==> config.mk <==
export PLATFORM = sky130hd
export DESIGN_NAME = seg7_scan_driver
export DESIGN_NICKNAME = d
export VERILOG_FILES = /design/src/rtl/seg7_scan_driver.sv
export SDC_FILE = /design/constraint.sdc
export NUM_CORES = 1
export LEC_CHECK = 0
export ABC_CLOCK_PERIOD_IN_PS = 2650
export BUFFER_PORTS_ARGS = -buffer_cell sky130_fd_sc_hd__buf_4
export CORE_UTILIZATION = 50
export CTS_BUF_LIST = sky130_fd_sc_hd__clkbuf_8
export DETAILED_ROUTE_END_ITERATION = 7
export GPL_TIMING_DRIVEN = 0
export PLACE_DENSITY = 0.81
export SETUP_SLACK_MARGIN = 0.5
export SYNTH_ARGS = -nofsm -noshare
export SYNTH_HDL_FRONTEND = slang
export SYNTH_SLANG_ARGS = --single-unit
==> constraint.sdc <==
create_clock -name clk -period 2.65 [get_ports clk]
set_input_delay 0.53 -clock clk [delete_from_list [all_inputs] [get_ports clk]]
set_output_delay 0.53 -clock clk [all_outputs]
set_load 0.02 [all_outputs]
==> src/rtl/seg7_scan_driver.sv <==
// Time-multiplexed common-anode seven-segment scanner with per-digit hex decode,
// decimal point, blanking and blink. All display outputs are registered and active-low.
module seg7_scan_driver #(
  parameter int unsigned NUM_DIGITS   = 8,
  parameter int unsigned DIGIT_CYCLES = 100000,
  parameter int unsigned GUARD_CYCLES = 2,
  parameter int unsigned BLINK_CYCLES = 50000000
) (
  input  logic                    clk,
  input  logic                    rst_n,
  input  logic                    enable,
  input  logic [4*NUM_DIGITS-1:0] digits,
  input  logic [NUM_DIGITS-1:0]   dp_in,
  input  logic [NUM_DIGITS-1:0]   blank,
  input  logic [NUM_DIGITS-1:0]   blink,
  output logic [6:0]              seg,
  output logic                    dp,
  output logic [NUM_DIGITS-1:0]   an,
  output logic                    frame_tick
);

  localparam int unsigned SlotW  = (DIGIT_CYCLES > 1) ? $clog2(DIGIT_CYCLES) : 1;
  localparam int unsigned IdxW   = (NUM_DIGITS > 1) ? $clog2(NUM_DIGITS) : 1;
  localparam int unsigned BlinkW = (BLINK_CYCLES > 1) ? $clog2(BLINK_CYCLES) : 1;

  localparam logic [SlotW-1:0]  SlotLast  = SlotW'(DIGIT_CYCLES - 1);
  localparam logic [SlotW-1:0]  SlotGuard = SlotW'(GUARD_CYCLES);
  localparam logic [IdxW-1:0]   IdxLast   = IdxW'(NUM_DIGITS - 1);
  localparam logic [BlinkW-1:0] BlinkLast = BlinkW'(BLINK_CYCLES - 1);

  logic [SlotW-1:0]      slot_q, slot_d;
  logic [IdxW-1:0]       idx_q, idx_d;
  logic [BlinkW-1:0]     blink_cnt_q, blink_cnt_d;
  logic                  phase_q, phase_d;
  logic [6:0]            seg_q, seg_d;
  logic                  dp_q, dp_d;
  logic [NUM_DIGITS-1:0] an_q, an_d;
  logic                  frame_q, frame_d;

  logic [3:0] nib;
  logic       sel_dp, sel_blank, sel_blink, dark;

  // Segment pattern g..a, active-low.
  function automatic logic [6:0] hex_to_seg(input logic [3:0] v);
    logic [6:0] s;
    unique case (v)
      4'h0: s = 7'b1000000;
      4'h1: s = 7'b1111001;
      4'h2: s = 7'b0100100;
      4'h3: s = 7'b0110000;
      4'h4: s = 7'b0011001;
      4'h5: s = 7'b0010010;
      4'h6: s = 7'b0000010;
      4'h7: s = 7'b1111000;
      4'h8: s = 7'b0000000;
      4'h9: s = 7'b0010000;
      4'hA: s = 7'b0001000;
      4'hB: s = 7'b0000011;
      4'hC: s = 7'b1000110;
      4'hD: s = 7'b0100001;
      4'hE: s = 7'b0000110;
      4'hF: s = 7'b0001110;
    endcase
    return s;
  endfunction

  // Scan position and blink phase.
  always_comb begin
    slot_d      = slot_q;
    idx_d       = idx_q;
    frame_d     = 1'b0;
    blink_cnt_d = blink_cnt_q + BlinkW'(1);
    phase_d     = phase_q;

    if (enable) begin
      if (slot_q == SlotLast) begin
        slot_d = '0;
        if (idx_q == IdxLast) begin
          idx_d   = '0;
          frame_d = 1'b1;
        end else begin
          idx_d = idx_q + IdxW'(1);
        end
      end else begin
        slot_d = slot_q + SlotW'(1);
      end
    end

    if (blink_cnt_q == BlinkLast) begin
      blink_cnt_d = '0;
      phase_d     = ~phase_q;
    end
  end

  // Per-digit select and display decode from the current scan position.
  always_comb begin
    nib       = 4'h0;
    sel_dp    = 1'b0;
    sel_blank = 1'b0;
    sel_blink = 1'b0;
    for (int i = 0; i < NUM_DIGITS; i++) begin
      if (idx_q == IdxW'(i)) begin
        nib       = digits[4*i +: 4];
        sel_dp    = dp_in[i];
        sel_blank = blank[i];
        sel_blink = blink[i];
      end
    end

    dark = !enable || (slot_q < SlotGuard) || sel_blank || (sel_blink && phase_q);

    an_d  = '1;
    seg_d = 7'h7F;
    dp_d  = 1'b1;
    if (!dark) begin
      for (int i = 0; i < NUM_DIGITS; i++) begin
        if (idx_q == IdxW'(i)) an_d[i] = 1'b0;
      end
      seg_d = hex_to_seg(nib);
      dp_d  = ~sel_dp;
    end
  end

  always_ff @(posedge clk or negedge rst_n) begin
    if (!rst_n) begin
      slot_q      <= '0;
      idx_q       <= '0;
      blink_cnt_q <= '0;
      phase_q     <= 1'b0;
      seg_q       <= 7'h7F;
      dp_q        <= 1'b1;
      an_q        <= '1;
      frame_q     <= 1'b0;
    end else begin
      slot_q      <= slot_d;
      idx_q       <= idx_d;
      blink_cnt_q <= blink_cnt_d;
      phase_q     <= phase_d;
      seg_q       <= seg_d;
      dp_q        <= dp_d;
      an_q        <= an_d;
      frame_q     <= frame_d;
    end
  end

  assign seg        = seg_q;
  assign dp         = dp_q;
  assign an         = an_q;
  assign frame_tick = frame_q;

endmodule

# Word-level counts from Yosys, hierarchy flattened
# Memories as Yosys holds them, arrays and structs flattened.
# Cells that the tools add are included.
[totals]
ff_bits = 64
latchBits = 0
mem_bits_rw = 0
romBits = 112
inputBits = 59
output_inout_bits = 17
word_cells = 80
memories = 1
[op_classes]
add_sub_neg = 3
mul = 0
n_div = 0
n_lt_le_gt_ge = 1
eq_ne = 9
n_shift = 0
n_mux = 49
n_bitwise = 2
reduce_logical = 7
[mem_list]
columns = ["memory", "words", "word_bits", "read_ports", "rd_ports_with_merged_regs", "write_ports", "line", "source"]
rows = [
  ["(name not given)", 16, 7, 1, 0, 0, "46", "unique case (v)"],
]
[ops]
columns = ["op", "count"]
rows = [
  ["$mux 1", 36],
  ["$mux 4", 8],
  ["$add 26x1->26 const B", 1],
  ["$eq 26x26->1 const B", 1],
  ["$mux 26", 1],
  ["$add 17x1->17 const B", 1],
  ["$eq 17x17->1 const B", 1],
  ["$lt 17x2->1 const B", 1],
  ["$mux 17", 1],
  ["$eq 3x3->1 const B", 4],
  ["$mux 8", 1],
  ["$mux 7", 1],
  ["$eq 3x2->1 const B", 2],
  ["$add 3x1->3 const B", 1],
  ["$eq 3x1->1 const B", 1],
  ["$logic_not 3->1", 1],
  ["$logic_or 1x1->1", 3],
  ["$mux 3", 1],
  ["$not 1->1", 2],
  ["$reduce_and 2->1", 1],
  ["$logic_and 1x1->1", 1],
  ["$logic_not 1->1", 1],
]

# Logic depth before layout (Yosys ltp)
# Gate-level depths: netlist of the first run.
[logic_depth]
ltp_word = 12
depth_mapped = 14
mapped_depth_nobuf = 12

# Worst setup path after synthesis of the first run
# Ideal clock, no wire load.
[synth_timing]
kind = "flip-flop to flip-flop"
start = "register idx_q[2]"
end = "register seg_q[3] (netlist: seg[3])"
setup_time_ps = 77
arrival_time_ps = 2665
required_time_ps = 2573
path_slack_ps = -92
path_stages_with_launch = 15
n_path_buf = 2
period_less_slack_ps = 2742
path_cell_list = "dfrtp_1 inv_1 buf_2 ha_1 buf_6 nor2b_1 a2111oi_2 a211o_1 o21ai_1 a2bb2oi_2 inv_1 ha_1 nor2_1 a211o_1 a21bo_1"
[synth_via]
elab_chain_len = 12
word_cells_on_any_way = 37
cone_classes = "7 x eq/ne; 25 x mux; 4 x reduce/logical; 1 x memory"
[synth_lines]
columns = ["item", "line", "source"]
rows = [
  ["start, declared", "32", "logic [IdxW-1:0] idx_q, idx_d;"],
  ["start signal, assigned", "136", "idx_q <= idx_d;"],
  ["parallel branches: the longest is 11 deep, another holds $mem_v2 16x7", "-", ""],
  ["$mux 7 *", "115", "if (!dark) begin"],
  ["named net seg_d[3]", "35", "logic [6:0] seg_q, seg_d;"],
  ["end signal, assigned", "139", "seg_q <= seg_d;"],
  ["end, declared", "35", ""],
]
# Mark *: on every way through the listed nets, which the timed path passes.
# A chain may end at the register's enable or synchronous reset.

# Final worst setup path of the first run
[layout_timing]
start = "register idx_q[1]"
end = "register seg_q[3] (netlist: seg[3])"
# Same word-level chain as after synthesis.

==> results of run 1 <==
==> power groups by stage <==
stage          registers, mW  logic, mW  clock network, mW
2_1_floorplan           1.12      0.140                  0
3_3_place_gp            1.11      0.289                  0
3_5_place_dp            1.11      0.298                  0
4_1_cts                 1.09      0.327              0.847
5_1_grt                 1.10      0.392              0.888
6_report                1.10      0.364              0.846
==> final cells by class <==
class                      instances  area share (%)
clock inverter                     6           1.151
multi-input combinational        282           42.02
clock buffer                      10           2.639
tap                               96           2.303
timing repair buffer             105           15.83
buffer                            19           3.190
inverter                          21           1.703
sequential                        64           31.16
==> registers in the layout, indices dropped and copies added, names as in the netlist <==
name	flops
blink_cnt_q	26
slot_q	17
an	8
seg	7
idx_q	3
dp	1
frame_tick	1
phase_q	1
==> metal layers <==
metal	vias up	global-route usage, %	routed length, um	share of wire, %
met5	-	0	0	0
met4	0	12.82	408	3.7
met3	47	6.598	696	6.3
met2	185	46.58	5717	52
met1	1732	33.74	4181	38
li1	1595	-	-	-
==> timing repair <==
action	in CTS	in global routing
pin swaps	25	22
hold buffers	0	0
resized for setup	54	37
setup buffers	21	9
gates cloned	1	0
endpoints found under the setup margin	15	35
==> worst max path at each step <==
| stage | depth (start not counted) | start | endpoint |
|---|---|---|---|
| after floorplan | 14 | idx_q[2] | seg[3] |
| after global placement | 14 | idx_q[2] | seg[3] |
| after detailed placement | 14 | idx_q[2] | seg[3] |
| after CTS | 13 | idx_q[1] | seg[3] |
| after global routing | 15 | idx_q[2] | seg[3] |
| final | 14 | idx_q[1] | seg[3] |
==> cells in the final DEF (no fill, tap or decap), types with 8 or more instances in the layout <==
cell type,netlist,layout
a21oi_1,25,15
a21oi_2,1,11
buf_4,3,97
buf_6,4,16
clkbuf_8,0,11
dfrtp_1,48,45
dfstp_2,16,16
ha_4,0,8
inv_1,20,14
nand2_1,30,30
nand3_1,26,20
nor2_1,38,36
o21ai_0,10,8
xnor2_1,18,18
xor2_1,21,21
==> through the flow <==
stage	std cells	setup slack, ns	power [mW]	hold slack, ns
after global placement	556	-0.1398	1.398	0.4814
after detailed placement	556	-0.1964	1.406	0.4808
final	603	-0.03495	2.309	0.2611
after global routing	603	-0.1057	2.384	0.3273
after CTS	594	0.05667	2.268	0.2914
after floorplan	386	0.1177	1.260	0.2344
==> critical path: cells and delay by family, from the launching register on <==
family / cells / cell delay (ns)
adder cells (fa/ha/maj): 3 / 0.51
flip-flops: 1 / 0.47
AND/OR/NAND/NOR: 2 / 0.21
AO/OA/AOI/OAI: 5 / 0.91
multiplexers: 1 / 0.17
buffers and inverters: 3 / 0.33
==> logic make-up (layout without fill, tap and decap cells) <==
group	after synthesis	count (layout)	synth area share [%]
and+or+nand+nor	151	151	21.23
AOI/OAI and AO/OA	74	74	14.35
DFF	64	64	43.96
buffers and inverters	40	161	5.359
xor gates and xnor gates	39	39	9.261
adders and majority gates	14	14	4.749
muxes	4	4	1.086
==> qor.csv, run 1 <==
metric,value,unit
status,"finished, violations left",
violations,setup timing,
gp_congestion,0.9247,
hold_path.class,input port to async pin,
swShare,27.47,%
seq_power_share,47.6,%
wl_per_cell,18.25,um
relSlewSlack,47.97,%
p_per_area,442.6,mW/mm2
endpoint_kind,flop,
coreArea,0.006944,mm2
synth_cells,386,
grt_antenna_before_repair,0,
r2r_start,idx_q[1],
clk_pin_slew_worst_paths,0.07,ns
routed_wl,11000,um
multiInputGateArea,0.002192,mm2
maxCapViolCount,0,
ys_warn_count,0,
drc_errors,0,
vdd_drop_max,0.0003372,V
io-pin-count,76,
antennaDiodeCount,0,
slew_viol_final,0,
place_area,0.004417,mm2
areaGrowthSynthToFinish,41.42,%
r2r_slack,-0.03,ns
utilization,75.12,%
synth_area,0.003689,mm2
clockRootBuffer,clkbuf_8,
drtIter0Drc,305,
tightest_slew,0.7805,ns
overflow,0,
cts_tree,built,
portBuffers,74,
crit_required,2.93,ns
timing.fmax,372.4,MHz
grt_pass1_vias,3496,
synth_top_area_cell,dfrtp_1,
synthTopCellsByCount,"dfrtp_1 (48), nor2_1 (38), nand2_1 (30)",
synth_ff_type,dfrtp_1,
r2r_end,seg[3],
grt_max_degree,65,
synth.top_cell.area_share,32.56,%
rr_worst_depth,14,
stdcell_area,0.005216,mm2
crit_chain,ha_4 > ha_4 > buf_6 > nor2b_4 > a2111oi_4 > a211o_1 > o21ai_2 > a2bb2oi_4 > inv_4 > buf_6 > ha_4 > mux2i_1 > nand2_1 > a21bo_1,
period_needed,2.685,ns
yosysMostFrequentCell,dfrtp_1,
grt_use_total,27.72,%
fin_setup_tns,-0.03495,ns
rsz0062_at_grt,true,
fillers,446,
synth_edf_count,0,
fin_nets,575,
crit_slowest_cell,dfrtp_2,
p_sw,634.2,uW
clkPwrFrac,36.6,%
finClkSkew,0.006676,ns
cp_max_fo,6,
htree_levels,3,
startpoint_type,flop,
fp-row-count,30,
ys_seq_area_share,43.96,%
final_hold_viol_count,0,
p_leak,2.265,nW
post-dp-hpwl,6521,um
synth_area_leaders,"dfrtp_1 (33%), dfstp_2 (11%), xor2_1 (5.0%)",
ys_types,56,
path_class,flop to flop,
p_int,1.674,mW
start_util,53.12,%
synth_seq_cells,64,
num_vias,3559,
detail_route.vias_per_cell,5.902,
drtPass1Iterations,5,
crit_arrival,2.96,ns
clk_latency,0.35,ns
dieArea,0.007725,mm2
ys_async_sr_fraction,100.0,%
syn_area_per_cell,9.556,um2
drive_gt1_share,44.77,%
clk_path_buf_depth,2,
cts.sink_count,64,
p_comb_share,15.8,%
cpPeakStageDelay,0.47,ns
fin_ws,-0.03495,ns
ant_nets,0,
setup_violations,1,
die_y,87.89,um
min_period_over_period,101.3,%
dieWidth,87.89,um
cts_inserted_buffers,9,
seqCellArea,0.001625,mm2
syn_nets,459,
crit_path_frequent_cell,ha_4,
grt_pass1_wl,16240,um
Power figures use the tool's default switching activity.
==> run 2, diff against run 1 <==
--- a/config.mk
+++ b/config.mk
@@ -8,10 +8,11 @@
 export ABC_CLOCK_PERIOD_IN_PS = 2650
 export BUFFER_PORTS_ARGS = -buffer_cell sky130_fd_sc_hd__buf_4
 export CORE_UTILIZATION = 50
-export CTS_BUF_LIST = sky130_fd_sc_hd__clkbuf_8
+export CTS_BUF_LIST = sky130_fd_sc_hd__clkbuf_4 sky130_fd_sc_hd__clkbuf_8
 export DETAILED_ROUTE_END_ITERATION = 7
 export GPL_TIMING_DRIVEN = 0
 export PLACE_DENSITY = 0.81
+export RECOVER_POWER = 50
 export SETUP_SLACK_MARGIN = 0.5
 export SYNTH_ARGS = -nofsm -noshare
 export SYNTH_HDL_FRONTEND = slang
==> run 2 against run 1 <==
The run ends with capacitance limit, slew limit, setup timing left. Flip-flop and latch count did not move. Critical path depth did not move. Clock power rose by 2%. Maximum frequency fell by 0.29%. Sequential share of layout area barely moved. Worst setup slack got worse by 0.0077 ns. Sequential power barely moved. Die area did not move. Hold slack improved by 0.12 ns. Utilization barely moved. Clock-buffer cell count rose by 1. Largest cell class unchanged.
==> qor.csv, run 2 (synthesized netlist as in run 1, its figures left out) <==
metric,value,unit
areaGrowthSynthToFinish,41.38,%
slew_viol_final,65,
fin_nets,575,
antennaDiodeCount,0,
status,"finished, violations left",
startpoint_type,flop,
dieWidth,87.89,um
drtIter0Drc,297,
largest_reg_flops,26,
post-dp-hpwl,6521,um
p_leak,2.265,nW
vdd_drop_max,0.0003371,V
tightest_slew,1.545,ns
crit_required,2.93,ns
dieArea,0.007725,mm2
clockRootBuffer,clkbuf_8,
rsz0062_at_grt,true,
cts_tree,built,
ctsHoldBuffers,0,
multiInputGateArea,0.002190,mm2
p_per_area,445.6,mW/mm2
fillers,444,
drc_errors,0,
setup_violations,1,
violations,"capacitance limit, slew limit, setup timing",
htree_levels,3,
top_register,blink_cnt_q,
timing.fmax,371.4,MHz
whs,0.3803,ns
routed_wl,11040,um
gp_congestion,0.9247,
cp_max_fo,6,
coreArea,0.006944,mm2
clk_path_buf_depth,2,
detail_route.vias_per_cell,5.905,
grt_pass1_vias,3496,
grt_antenna_before_repair,0,
ant_nets,0,
min_period_over_period,101.6,%
grt_use_total,27.72,%
fp-row-count,30,
final_common_cell,buf_4,
finClkSkew,0.006747,ns
clk_latency,0.35,ns
endpoint_kind,flop,
io-pin-count,76,
hold_path.class,input port to flop,
fin_ws,-0.04263,ns
grt_max_degree,65,
path_class,flop to flop,
drive_gt1_share,44.77,%
clk_pin_slew_worst_paths,0.07,ns
num_vias,3561,
cts.sink_count,64,
maxCapViolCount,1,
drtPass1Iterations,5,
portBuffers,74,
relSlewSlack,-2.979,%
start_util,53.12,%
die_y,87.89,um
place_worst_setup_slack,-0.1964,ns
seqCellArea,0.001625,mm2
overflow,0,
period_needed,2.693,ns
final_hold_viol_count,0,
crit_arrival,2.97,ns
cts_inserted_buffers,9,
grt_pass1_wl,16240,um
wl_per_cell,18.32,um
final_cell_mix,"buf_4 (96), dfrtp_1 (45), nor2_1 (36), nand2_1 (30), xor2_1 (21)",
==> run 2: cell types whose count changed in the layout (fill, tap and decap cells not counted), sizes merged <==
cell	before	now
inv	22	21
clkbuf	16	18
buf	118	117
==> run 2: final timing paths <==
| kind | startpoint | cells past startpoint | to | slack, ns |
|---|---|---|---|---|
| setup / recovery | idx_q[1] | 14 | seg[3] | -0.04 |
| max in group asynchronous | rst_n | 1 | idx_q[2] | 1.06 |
| hold reg to reg | blink_cnt_q[9] | 1 | blink_cnt_q[9] | 0.50 |
| min in group asynchronous | rst_n | 1 | blink_cnt_q[8] | 0.56 |
| hold / removal | dp_in[7] | 2 | dp | 0.38 |
| setup reg to reg | idx_q[1] | 14 | seg[3] | -0.04 |
==> run 2: final cells by class <==
type	instances	share of cell area, %
multi-input combinational	282	41.99
tap	96	2.303
inverter	21	1.703
clock inverter	5	1.080
clock buffer	11	2.783
buffer	19	3.191
sequential	64	31.17
timing repair buffer	105	15.79
==> run 2: repair_timing <==
action / 4_1_cts / 5_1_grt
resized for setup: 54 / 37
setup endpoints to repair: 15 / 35
pin swaps: 25 / 22
setup buffers: 21 / 9
hold endpoints to repair: 0 / 0
gates cloned: 1 / 0
==> run 2: metrics by stage <==
step | power, mW | std cells | cell area, um2 | utilization (%) | TNS, ns
after detailed placement | 1.406 | 556 | 4417 | 63.60 | -0.4112
after global routing | 2.397 | 603 | 5215 | 75.10 | -0.2363
final | 2.324 | 603 | 5215 | 75.10 | -0.04263
after floorplan | 1.260 | 386 | 3741 | - | 0
after CTS | 2.282 | 594 | 5010 | 72.14 | 0
after global placement | 1.398 | 556 | 4417 | 63.60 | -0.2955
==> run 2: power breakdown <==
group / leakage [nW] / switching (mW) / internal [mW]
Combinational: 1.36 / 0.184 / 0.181
Clock: 0.103 / 0.391 / 0.469
Sequential: 0.797 / 0.0607 / 1.04
Total: 2.27 / 0.635 / 1.69
==> run 2: per-layer routing <==
metal	vias to the layer above	wire (um)	global-route usage, %	share of wire, %
li1	1595	-	-	-
met2	184	5738	46.58	52
met3	47	700	6.598	6.3
met4	0	406	12.82	3.7
met1	1735	4198	33.74	38
met5	-	0	0	0
==> run 2: critical path, cell delays in order (launching register included) <==
cell and delay, ns:
dfrtp_2 0.47, ha_4 0.20, ha_4 0.15, buf_6 0.13, nor2b_4 0.13, a2111oi_4 0.26, a211o_1 0.18, o21ai_2 0.08
a2bb2oi_4 0.20, inv_4 0.07, buf_6 0.13, ha_4 0.16, mux2i_1 0.17, nand2_1 0.08, a21bo_1 0.20
==> run 3, diff against run 2 <==
--- a/config.mk
+++ b/config.mk
@@ -8,7 +8,6 @@
 export ABC_CLOCK_PERIOD_IN_PS = 2650
 export BUFFER_PORTS_ARGS = -buffer_cell sky130_fd_sc_hd__buf_4
 export CORE_UTILIZATION = 50
-export CTS_BUF_LIST = sky130_fd_sc_hd__clkbuf_4 sky130_fd_sc_hd__clkbuf_8
 export DETAILED_ROUTE_END_ITERATION = 7
 export GPL_TIMING_DRIVEN = 0
 export PLACE_DENSITY = 0.81
==> run 3 against run 2 <==
The run still ends with capacitance limit, slew limit, setup timing left. Via count about the same. Clock-buffer cell count unchanged. Utilization down 0.054 points. Hold slack about the same. Final area is essentially flat.
==> qor.csv, run 3 (synthesized netlist as in run 1, its figures left out) <==
metric,value,unit
crit_required,2.93,ns
fin_nets,575,
htree_levels,3,
clockRootBuffer,clkbuf_8,
p_leak,2.262,nW
fp-row-count,30,
endpoint_kind,flop,
min_period_over_period,101.3,%
grt_pass1_vias,3496,
wl_per_cell,18.30,um
clk_path_buf_depth,2,
path_class,flop to flop,
status,"finished, violations left",
rsz0062_at_grt,true,
crit_path_frequent_cell,ha_4,
start_util,53.12,%
clk_pin_slew_worst_paths,0.07,ns
startpoint_type,flop,
grt_max_degree,65,
drtPass1Iterations,5,
fillers,446,
ant_nets,0,
crit_slowest_cell,dfrtp_2,
areaGrowthSynthToFinish,41.28,%
die_y,87.89,um
place_area,0.004417,mm2
p_per_area,443.8,mW/mm2
violations,"capacitance limit, slew limit, setup timing",
use_met2,46.58,%
cpPeakStageDelay,0.47,ns
cts_tree,built,
drtIter0Drc,297,
fin_ws,-0.03538,ns
setup_violations,1,
top_usage_layer,met2,
timing.fmax,372.4,MHz
grt.met1_usage,33.74,%
slew_viol_final,65,
grtUsageMet3,6.598,%
cts_inserted_buffers,9,
hold_path.class,input port to flop,
crit_buf_inv,3,
dieArea,0.007725,mm2
largest_reg_flops,26,
final_common_cell,buf_4,
crit_chain,ha_4 > ha_4 > buf_6 > nor2b_4 > a2111oi_4 > a211o_1 > o21ai_2 > a2bb2oi_4 > inv_4 > buf_6 > ha_4 > mux2i_1 > nand2_1 > a21bo_1,
clk_latency,0.35,ns
dieWidth,87.89,um
ctsHoldBuffers,0,
antennaDiodeCount,0,
grt_antenna_before_repair,0,
power.total,2.313,mW
top_register,blink_cnt_q,
detail_route.vias_per_cell,5.910,
finClkSkew,0.006393,ns
portBuffers,74,
cts.sink_count,64,
drive_gt1_share,44.58,%
io-pin-count,76,
overflow,0,
relSlewSlack,-2.985,%
crit_arrival,2.97,ns
gp_congestion,0.9247,
drc_errors,0,
tightest_slew,1.545,ns
grt_use_total,27.72,%
period_needed,2.685,ns
cp_max_fo,6,
grt_pass1_wl,16240,um
vdd_drop_max,0.0003377,V
stdcell_area,0.005211,mm2
final_hold_viol_count,0,
crit_family,compound AO/OA/AOI/OAI gates,
final_cell_mix,"buf_4 (96), dfrtp_1 (45), nor2_1 (36), nand2_1 (30), xor2_1 (21)",
utilization,75.05,%
fin_setup_tns,-0.03538,ns
num_vias,3564,
coreArea,0.006944,mm2
maxCapViolCount,1,
post-dp-hpwl,6521,um
routed_wl,11040,um
==> run 3: repair_timing <==
item / 4_1_cts / 5_1_grt
pin swaps: 25 / 22
endpoints found under the setup margin: 15 / 35
setup buffers: 21 / 9
gates cloned: 1 / 0
gates resized for setup: 54 / 37
==> run 3: stage by stage <==
stage	hold slack [ns]	cells	setup slack (ns)
after floorplan	0.2344	386	0.1177
after global placement	0.4814	556	-0.1398
after detailed placement	0.4808	556	-0.1964
after CTS	0.2914	594	0.05667
after global routing	0.3835	603	-0.1057
final	0.3801	603	-0.03538
==> run 3: path summary, 6_finish.rpt <==
path | start | endpoint | slack [ns] | cells past startpoint
worst max-delay path | idx_q[1] | seg[3] | -0.04 | 14
worst min-delay path | dp_in[7] | dp | 0.38 | 2
worst max register to register | idx_q[1] | seg[3] | -0.04 | 14
worst min register to register | blink_cnt_q[9] | blink_cnt_q[9] | 0.50 | 1
max in group asynchronous | rst_n | idx_q[2] | 1.06 | 1
min in group asynchronous | rst_n | blink_cnt_q[8] | 0.56 | 1
==> run 3: area by class of cell <==
class                           count  area (um2)  area share, %
Multi-Input combinational cell    282        2190          42.02
Sequential cell                    64        1625          31.19
Timing Repair Buffer              105       823.3          15.80
Buffer                             19       166.4          3.193
Clock buffer                       11       141.4          2.713
Tap cell                           96       120.1          2.305
Inverter                           21       88.84          1.705
Clock inverter                      5       56.30          1.080
==> run 3: metal layers <==
layer,wire length (um),up-vias
li1,-,1594
met1,4186,1733
met2,5731,190
met3,717,47
met4,401,0
met5,0,-
==> run 3: worst reg2reg max path, stage by stage, from the launching register on <==
cell       delay (ns)
dfrtp_2          0.47
ha_4             0.20
ha_4             0.15
buf_6            0.13
nor2b_4          0.13
a2111oi_4        0.25
a211o_1          0.18
o21ai_2          0.08
a2bb2oi_4        0.20
inv_4            0.07
buf_6            0.13
ha_4             0.16
mux2i_1          0.17
nand2_1          0.08
a21bo_1          0.20
==> run 3: power breakdown <==
part	switching (mW)	leakage [nW]	total, mW	internal [mW]
clock network	0.391	0.0993	0.849	0.458
logic	0.184	1.36	0.364	0.181
registers	0.0603	0.797	1.10	1.04
total	0.635	2.26	2.31	1.68
